===== src/rtl/uart_tx_unit_pkg.sv =====
// Shared UART definitions: FSM state encoding, oversample ratio
// and the baud divider derivation reused by the receiver.
package uart_tx_unit_pkg;

  localparam int OVERSAMPLE = 16;

  typedef enum logic [1:0] {
    IDLE  = 2'b00,
    START = 2'b01,
    DATA  = 2'b10,
    STOP  = 2'b11
  } tx_state_e;

  // Clocks per oversample tick, integer division.
  function automatic int baud_div(
    input int clk_freq,
    input int baud
  );
    return clk_freq / (baud * OVERSAMPLE);
  endfunction

endpackage


===== src/rtl/uart_tx_unit_baud_tick_gen.sv =====
// Oversample tick generator: counts 0..DIV-1, tick on DIV-1.
// Ports: clk, rst (async low), clr (sync restart), tick.
module baud_tick_gen #(
  parameter int DIV = 1
) (
  input  logic clk,
  input  logic rst,
  input  logic clr,
  output logic tick
);

  localparam int W = (DIV > 1) ? $clog2(DIV) : 1;

  logic [W-1:0] cnt;

  assign tick = (cnt == W'(DIV - 1));

  always_ff @(posedge clk or negedge rst) begin
    if (!rst) begin
      cnt <= '0;
    end else if (clr || tick) begin
      cnt <= '0;
    end else begin
      cnt <= cnt + W'(1);
    end
  end

endmodule


===== src/rtl/uart_tx_unit.sv =====
// 8N1 UART transmitter with internal baud divider, LSB first.
// Ports: clk, rst (async low), i_tx_data, is_tx_start, o_tx, os_tx_done, o_busy.
module uart_tx_unit
  import uart_tx_unit_pkg::*;
#(
  parameter int CLK_FREQ  = 50_000_000,
  parameter int BAUD_RATE = 9600,
  parameter int DATA_BITS = 8,
  parameter int SB_TICK   = 16
) (
  input  logic                 clk,
  input  logic                 rst,
  input  logic [DATA_BITS-1:0] i_tx_data,
  input  logic                 is_tx_start,
  output logic                 o_tx,
  output logic                 os_tx_done,
  output logic                 o_busy
);

  localparam int DIV_RAW = baud_div(CLK_FREQ, BAUD_RATE);
  localparam int DIV     = (DIV_RAW < 1) ? 1 : DIV_RAW;

  localparam logic [4:0] LAST_TICK = 5'(OVERSAMPLE - 1);
  localparam logic [4:0] STOP_LAST = 5'(SB_TICK - 1);
  localparam logic [2:0] LAST_BIT  = 3'(DATA_BITS - 1);

  tx_state_e            state, state_n;
  logic [4:0]           tick_cnt, tick_n;
  logic [2:0]           bit_cnt, bit_n;
  logic [DATA_BITS-1:0] shreg, sh_n;
  logic                 tick;
  logic                 accept;
  logic                 finish;
  logic                 fin_d;
  logic                 tx_n;

  baud_tick_gen #(
    .DIV(DIV)
  ) u_tick (
    .clk (clk),
    .rst (rst),
    .clr (accept),
    .tick(tick)
  );

  always_ff @(posedge clk or negedge rst) begin
    if (!rst) begin
      state    <= IDLE;
      tick_cnt <= '0;
      bit_cnt  <= '0;
      shreg    <= '0;
    end else begin
      state    <= state_n;
      tick_cnt <= tick_n;
      bit_cnt  <= bit_n;
      shreg    <= sh_n;
    end
  end

  always_comb begin
    state_n = state;
    tick_n  = tick_cnt;
    bit_n   = bit_cnt;
    sh_n    = shreg;
    accept  = 1'b0;
    finish  = 1'b0;
    tx_n    = 1'b1;
    unique case (state)
      IDLE: begin
        if (is_tx_start) begin
          accept  = 1'b1;
          state_n = START;
          tick_n  = '0;
          sh_n    = i_tx_data;
        end
      end
      START: begin
        tx_n = 1'b0;
        if (tick) begin
          if (tick_cnt == LAST_TICK) begin
            tick_n  = '0;
            bit_n   = '0;
            state_n = DATA;
          end else begin
            tick_n = tick_cnt + 5'd1;
          end
        end
      end
      DATA: begin
        tx_n = shreg[0];
        if (tick) begin
          if (tick_cnt == LAST_TICK) begin
            tick_n = '0;
            sh_n   = shreg >> 1;
            if (bit_cnt == LAST_BIT) begin
              state_n = STOP;
            end else begin
              bit_n = bit_cnt + 3'd1;
            end
          end else begin
            tick_n = tick_cnt + 5'd1;
          end
        end
      end
      STOP: begin
        if (tick) begin
          if (tick_cnt == STOP_LAST) begin
            tick_n  = '0;
            state_n = IDLE;
            finish  = 1'b1;
          end else begin
            tick_n = tick_cnt + 5'd1;
          end
        end
      end
      default: state_n = IDLE;
    endcase
  end

  // Line follows the state one clock later; done and busy-clear
  // are delayed to line up with the end of that registered bit.
  always_ff @(posedge clk or negedge rst) begin
    if (!rst) begin
      o_tx       <= 1'b1;
      fin_d      <= 1'b0;
      os_tx_done <= 1'b0;
      o_busy     <= 1'b0;
    end else begin
      o_tx       <= tx_n;
      fin_d      <= finish;
      os_tx_done <= fin_d;
      o_busy     <= accept | (o_busy & ~fin_d);
    end
  end

endmodule


===== config.mk =====
export PLATFORM = sky130hd
export DESIGN_NAME = uart_tx_unit
export DESIGN_NICKNAME = d
export VERILOG_FILES = /design/src/rtl/uart_tx_unit_pkg.sv /design/src/rtl/uart_tx_unit_baud_tick_gen.sv /design/src/rtl/uart_tx_unit.sv
export SDC_FILE = /design/constraint.sdc
export NUM_CORES = 1
export LEC_CHECK = 0
export BUFFER_PORTS_ARGS = -buffer_cell sky130_fd_sc_hd__buf_2
export CAP_MARGIN = 15
export CORE_ASPECT_RATIO = 0.6
export CORE_MARGIN = 3
export CORE_UTILIZATION = 36
export DETAILED_ROUTE_END_ITERATION = 8
export HOLD_SLACK_MARGIN = 0.1
export PLACE_DENSITY_LB_ADDON = 0.15
export SETUP_SLACK_MARGIN = 0.15
export SLEW_MARGIN = 20
export SYNTH_ARGS = -nofsm -noshare
export SYNTH_HDL_FRONTEND = slang
export SYNTH_HIERARCHICAL = 1
export SYNTH_SLANG_ARGS = --single-unit
export TNS_END_PERCENT = 100

===== constraint.sdc =====
create_clock -name clk -period 6.6 [get_ports clk]
set_input_delay 0.99 -clock clk [delete_from_list [all_inputs] [get_ports clk]]
set_output_delay 0.99 -clock clk [all_outputs]
set_load 0.005 [all_outputs]

==> results.sh, run 1 <==
export IMPL_finalCritPeriodShare_pct=36.1
export IMPL_synth_top_area_share_pct=45.4
export IMPL_start_util_pct=38.8
export IMPL_report_final_slew_viol_count=0
export IMPL_r2r_slack_ps=4220
export IMPL_ir_drop_mv=0.0952
export IMPL_cts_root_buf="clkbuf_8"
export IMPL_die_h_um=58.5
export IMPL_ys_seq_elements=31
export IMPL_rsz0062_at_grt="false"
export IMPL_power_density_mw_per_mm2=195
export IMPL_hold_viol=0
export IMPL_synthCells=162
export IMPL_fmax_ghz=0.420
export IMPL_yosys_cell_count_top_type="dfrtp_1"
export IMPL_cts_sinks=31
export IMPL_port_buffers=13
export IMPL_layout_nets=196
export IMPL_mappedNetlistArea_mm2=0.00165
export IMPL_place_hpwl_um=2460
export IMPL_pin_count=14
export IMPL_cts_buffers=5
export IMPL_fillCellCount=412
export IMPL_min_period_ps=2380
export IMPL_total_power_w=0.000359
export IMPL_fin_skew_ps=7.15
export IMPL_synth_edff_count=0
export IMPL_grt_pass1_vias=1199
export IMPL_clock_latency_ps=280
export IMPL_antenna_cells=0
export IMPL_critical_path_class="reg2reg"
export IMPL_viasPerCell=5.21
export IMPL_worstPathArrival_ps=2550
export IMPL_worst_setup_path_start_kind="flop"
export IMPL_crit_buf_inv=1
export IMPL_setup_violations=0
export IMPL_num_rows=18
export IMPL_cts_tree="yes"
export IMPL_critPathTopFamily="simple AND/OR/NAND/NOR gates"
export IMPL_core_area_mm2=0.00426
export IMPL_cp_cell_sequence="inv_1 > ha_1 > nand2_1 > nor4_2 > and2b_1 > nor3_1 > o221ai_2 > mux2_4"
export IMPL_wire_per_inst_um=14.1
export IMPL_grt_usage_pct=14.1
export IMPL_hold_buffers=0
export IMPL_multiInputGateArea_um2=783
export IMPL_die_x_um=93.5
export IMPL_synthTopCellsByArea="dfrtp_1 (45%), ha_1 (7.6%), o22ai_1 (5.3%)"
export IMPL_post_route_drc_count=0
export IMPL_setup_tns_final_ps=0
export IMPL_first_pass_iters=4
export IMPL_yosysWarnings=6
export IMPL_synth_seq_area_share_pct=47.0
export IMPL_post_cts_resized=0
export IMPL_seq_area_um2=777
export IMPL_status="completed"
export IMPL_antenna_found_initial=0
export IMPL_synth_async_reset_ratio_pct=100
export IMPL_synth_flop_cell="dfrtp_1"
export IMPL_yosysTopAreaCell="dfrtp_1"
export IMPL_synthTopCellsByCount="dfrtp_1 (30), o22ai_1 (14), a21oi_1 (12), inv_1 (12), o21ai_0 (11)"
export IMPL_cp_required_ps=6770
export IMPL_wirelength_um=3340
export IMPL_via_count=1230
export IMPL_htree_levels=2
export IMPL_slowest_delay_ps=600
export IMPL_drive_above_1_share_pct=18.2
export IMPL_grt_pass1_wl_um=5950
export IMPL_crit_slowest_cell="nor4_2"
export IMPL_endpoint_kind="flop"
export IMPL_maxCapViolCount=0
export IMPL_tightest_slew_ps=705
export IMPL_synthesis_nets=183
export IMPL_cellLeakagePower_nw=0.853
export IMPL_synth_cell_type_count=41
export IMPL_area_delta_synth_final_pct=11.7
export IMPL_die_area_mm2=0.00547
export IMPL_maxSlewHeadroom_pct=53.0
export IMPL_clk_pin_slew_ps=60
export IMPL_path_max_fanout=8
export IMPL_ant_nets=0
export IMPL_grt_overflow_total=0
export IMPL_hold_class="reg2reg"
export IMPL_cts_max_path_buffers=2
export IMPL_grt_max_degree=32
export IMPL_gp_congestion=0.834
export IMPL_avgSynthCellArea_um2=10.2
export IMPL_cts_setup_buffers=0
export IMPL_drtIter0Drc=95
-- logic make-up (layout without fill, tap and decap cells) --
logic type | Yosys count | after routing | share of synthesized area [%]
adder cells (fa/ha/maj) | 10 | 10 | 7.57
XOR/XNOR | 3 | 3 | 1.59
buffers and inverters | 19 | 33 | 5.98
flip-flops | 31 | 31 | 47.0
AO/OA/AOI/OAI | 51 | 51 | 20.7
multiplexers | 3 | 3 | 2.20
AND/OR/NAND/NOR | 45 | 45 | 15.0
-- placed cells by master (no fill, tap or decap), types with 8 or more instances in the layout --
cell	synthesis	routed
inv_1	12	12
ha_1	10	10
a21oi_1	12	12
buf_2	1	13
nand2_1	10	10
o21ai_0	11	11
o22ai_1	14	14
dfrtp_1	30	30
nor2_1	8	8
-- power breakdown --
group / switching [W] / total, W / internal [W]
clock: 0.0000672 / 0.000162 / 0.0000950
combinational: 0.00000451 / 0.00000681 / 0.00000230
sequential: 0 / 0.000190 / 0.000190
total: 0.0000717 / 0.000359 / 0.000287
-- worst paths after layout --
| kind | startpoint | to | cells past startpoint |
|---|---|---|---|
| worst max register to register | u_tick/cnt[0]$_DFF_PN0_ | state[1]$_DFFE_PN0P_ | 8 |
| worst max-delay path | u_tick/cnt[0]$_DFF_PN0_ | state[1]$_DFFE_PN0P_ | 8 |
| worst min register to register | fin_d$_DFF_PN0_ | os_tx_done$_DFF_PN0_ | 0 |
| min in group asynchronous | rst | shreg[2]$_DFFE_PN0P_ | 1 |
| worst min-delay path | fin_d$_DFF_PN0_ | os_tx_done$_DFF_PN0_ | 0 |
| max in group asynchronous | rst | u_tick/cnt[7]$_DFF_PN0_ | 1 |
-- per-stage QoR --
stage / std cells / setup slack, ps / hold slack [ps] / utilization [%] / instance area [um2]
3_5_place_dp: 228 / 3910 / 361 / 40.9 / 1740
6_report: 236 / 4220 / 373 / 43.4 / 1850
4_1_cts: 236 / 3880 / 376 / 43.2 / 1840
2_1_floorplan: 162 / 4310 / 354 / - / 1650
3_3_place_gp: 228 / 4150 / 366 / 40.9 / 1740
5_1_grt: 236 / 4030 / 407 / 43.4 / 1850
-- area by class of cell --
class	instances	share of cell area, %
Clock buffer	8	5.42
Inverter	12	2.44
Tap cell	60	4.07
Sequential cell	31	42.1
Multi-Input combinational cell	112	42.4
Timing Repair Buffer	13	3.53
-- per-layer routing --
layer  track usage, %  up-vias  part of all wire [%]  routed length [um]
met5                0        -                     0                   0
met4             4.80        0                  0.90                  30
met3             4.60        5                   3.3                 111
met2             18.2       19                    40                1340
met1             21.7      593                    56                1860
li1                 -      613                     -                   -
-- flip-flops by register name, summed over array words and instances, names as in the netlist --
signal      flops
bit_cnt         3
fin_d           1
o_busy          1
o_tx            1
os_tx_done      1
shreg           8
state           2
tick_cnt        5
u_tick/cnt      9
(Power assumes the default switching activity.)
==> run 2: changes to the inputs <==
==> constraint.sdc (replaced) <==
create_clock -name clk -period 2.1 [get_ports clk]
set_input_delay 0.315 -clock clk [delete_from_list [all_inputs] [get_ports clk]]
set_output_delay 0.315 -clock clk [all_outputs]
set_load 0.005 [all_outputs]
==> results.sh, run 2 (same netlist as run 1, synthesis figures left out) <==
export IMPL_status="completed"
export IMPL_final_common_cell="dfrtp_1"
export IMPL_rsz0062_at_grt="true"
export IMPL_seq_area_um2=777
export IMPL_grt_usage_pct=15.7
export IMPL_hold_viol=0
export IMPL_top_regs="u_tick/cnt: 9 flops, shreg: 8 flops, tick_cnt: 5 flops"
export IMPL_die_x_um=93.5
export IMPL_clock_latency_ps=280
export IMPL_path_max_fanout=4
export IMPL_cts_sinks=31
export IMPL_drive_above_1_share_pct=27.2
export IMPL_num_rows=18
export IMPL_area_delta_synth_final_pct=21.3
export IMPL_maxCapViolCount=0
export IMPL_wirelength_um=3730
export IMPL_hold_buffers=0
export IMPL_start_util_pct=38.8
export IMPL_cts_buffers=5
export IMPL_die_area_mm2=0.00547
export IMPL_place_hpwl_um=2620
export IMPL_worst_setup_path_start_kind="flop"
export IMPL_grt_overflow_total=0
export IMPL_viasPerCell=5.29
export IMPL_grt_max_degree=32
export IMPL_hold_class="in2async"
export IMPL_critical_path_class="reg2reg"
export IMPL_first_pass_iters=4
export IMPL_pin_count=14
export IMPL_largest_reg_flops=9
export IMPL_multiInputGateArea_um2=830
export IMPL_cts_tree="yes"
export IMPL_wire_per_inst_um=14.9
export IMPL_finalCritPeriodShare_pct=91.5
export IMPL_clk_pin_slew_ps=70
export IMPL_core_area_mm2=0.00426
export IMPL_htree_levels=2
export IMPL_tightest_slew_ps=706
export IMPL_power_density_mw_per_mm2=568
export IMPL_endpoint_kind="flop"
export IMPL_fmax_ghz=0.520
export IMPL_cellLeakagePower_nw=0.944
export IMPL_post_route_drc_count=0
export IMPL_report_final_slew_viol_count=0
export IMPL_place_ws_ps=50.0
export IMPL_setup_slack_ps=178
export IMPL_antenna_found_initial=0
export IMPL_maxSlewHeadroom_pct=52.9
export IMPL_via_count=1327
export IMPL_final_cell_mix="dfrtp_1 (30), buf_4 (15), o22ai_1 (14), buf_2 (13)"
export IMPL_worstPathArrival_ps=2090
export IMPL_ir_drop_mv=0.228
export IMPL_setup_violations=0
export IMPL_gp_congestion=0.856
export IMPL_layout_nets=211
export IMPL_die_h_um=58.5
export IMPL_fin_skew_ps=6.70
export IMPL_regMostFlops="u_tick/cnt"
export IMPL_cts_max_path_buffers=2
export IMPL_setup_tns_final_ps=0
export IMPL_grt_pass1_vias=1339
export IMPL_grt_pass1_wl_um=6580
export IMPL_cp_required_ps=2270
export IMPL_port_buffers=13
export IMPL_cts_root_buf="clkbuf_8"
export IMPL_min_period_ps=1920
export IMPL_fillCellCount=401
export IMPL_whs_ps=79.1
export IMPL_ant_nets=0
export IMPL_drtIter0Drc=86
export IMPL_antenna_cells=0
## run 2: cell types whose count changed in the layout (fill, tap and decap cells not counted), sizes merged
cell / change
buf: +15
## run 2: worst paths after layout
path	slack, ps	from	to	cells past startpoint
max in group asynchronous	1560	rst	tick_cnt[1]$_DFFE_PN0P_	1
min in group clk	300	i_tx_data[7]	shreg[7]$_DFFE_PN0P_	2
min	80	rst	bit_cnt[0]$_DFFE_PN0P_	1
min reg2reg	380	fin_d$_DFF_PN0_	os_tx_done$_DFF_PN0_	0
max	180	u_tick/cnt[5]$_DFF_PN0_	state[1]$_DFFE_PN0P_	7
max reg2reg	180	u_tick/cnt[5]$_DFF_PN0_	state[1]$_DFFE_PN0P_	7
## run 2: timing repair
item / in CTS / in global routing
endpoints found under the setup margin: 14 / 18
pin swaps: 1 / 2
setup buffers: 3 / 6
gates resized for setup: 6 / 2
## run 2: through the flow
step / std cells / power [W] / utilization [%] / cell area (um2)
after detailed placement: 234 / 0.000631 / 42.7 / 1820
after global placement: 234 / 0.000630 / 42.7 / 1820
after global routing: 251 / 0.00119 / 47.1 / 2000
final: 251 / 0.00114 / 47.1 / 2000
after CTS: 245 / 0.00115 / 46.0 / 1960
after floorplan: 162 / 0.000609 / - / 1680
## run 2: layout make-up
cell class              count  area share, %
clock buffers               8           4.99
inverters                  12           2.25
multi-input cells         112           41.4
flip-flops and latches     31           38.8
well taps                  60           3.75
repair buffers             28           8.86
## run 2: report_power, final
group          internal [W]  switching (W)
combinational    0.00000727      0.0000145
sequential         0.000597              0
clock              0.000299       0.000221
## run 2: per-layer routing
metal | track usage, % | share of wire, %
met5 | 0 | 0
met1 | 22.3 | 52
met3 | 4.73 | 3.8
met4 | 5.43 | 0.78
met2 | 23.0 | 44
## run 2: worst max-delay path: stages (launching register included)
cell,delay (ps)
dfrtp_1,420
nand4bb_4,250
nor4_4,250
buf_4,160
and2b_1,180
nor3_2,120
o221ai_2,130
mux2_4,310
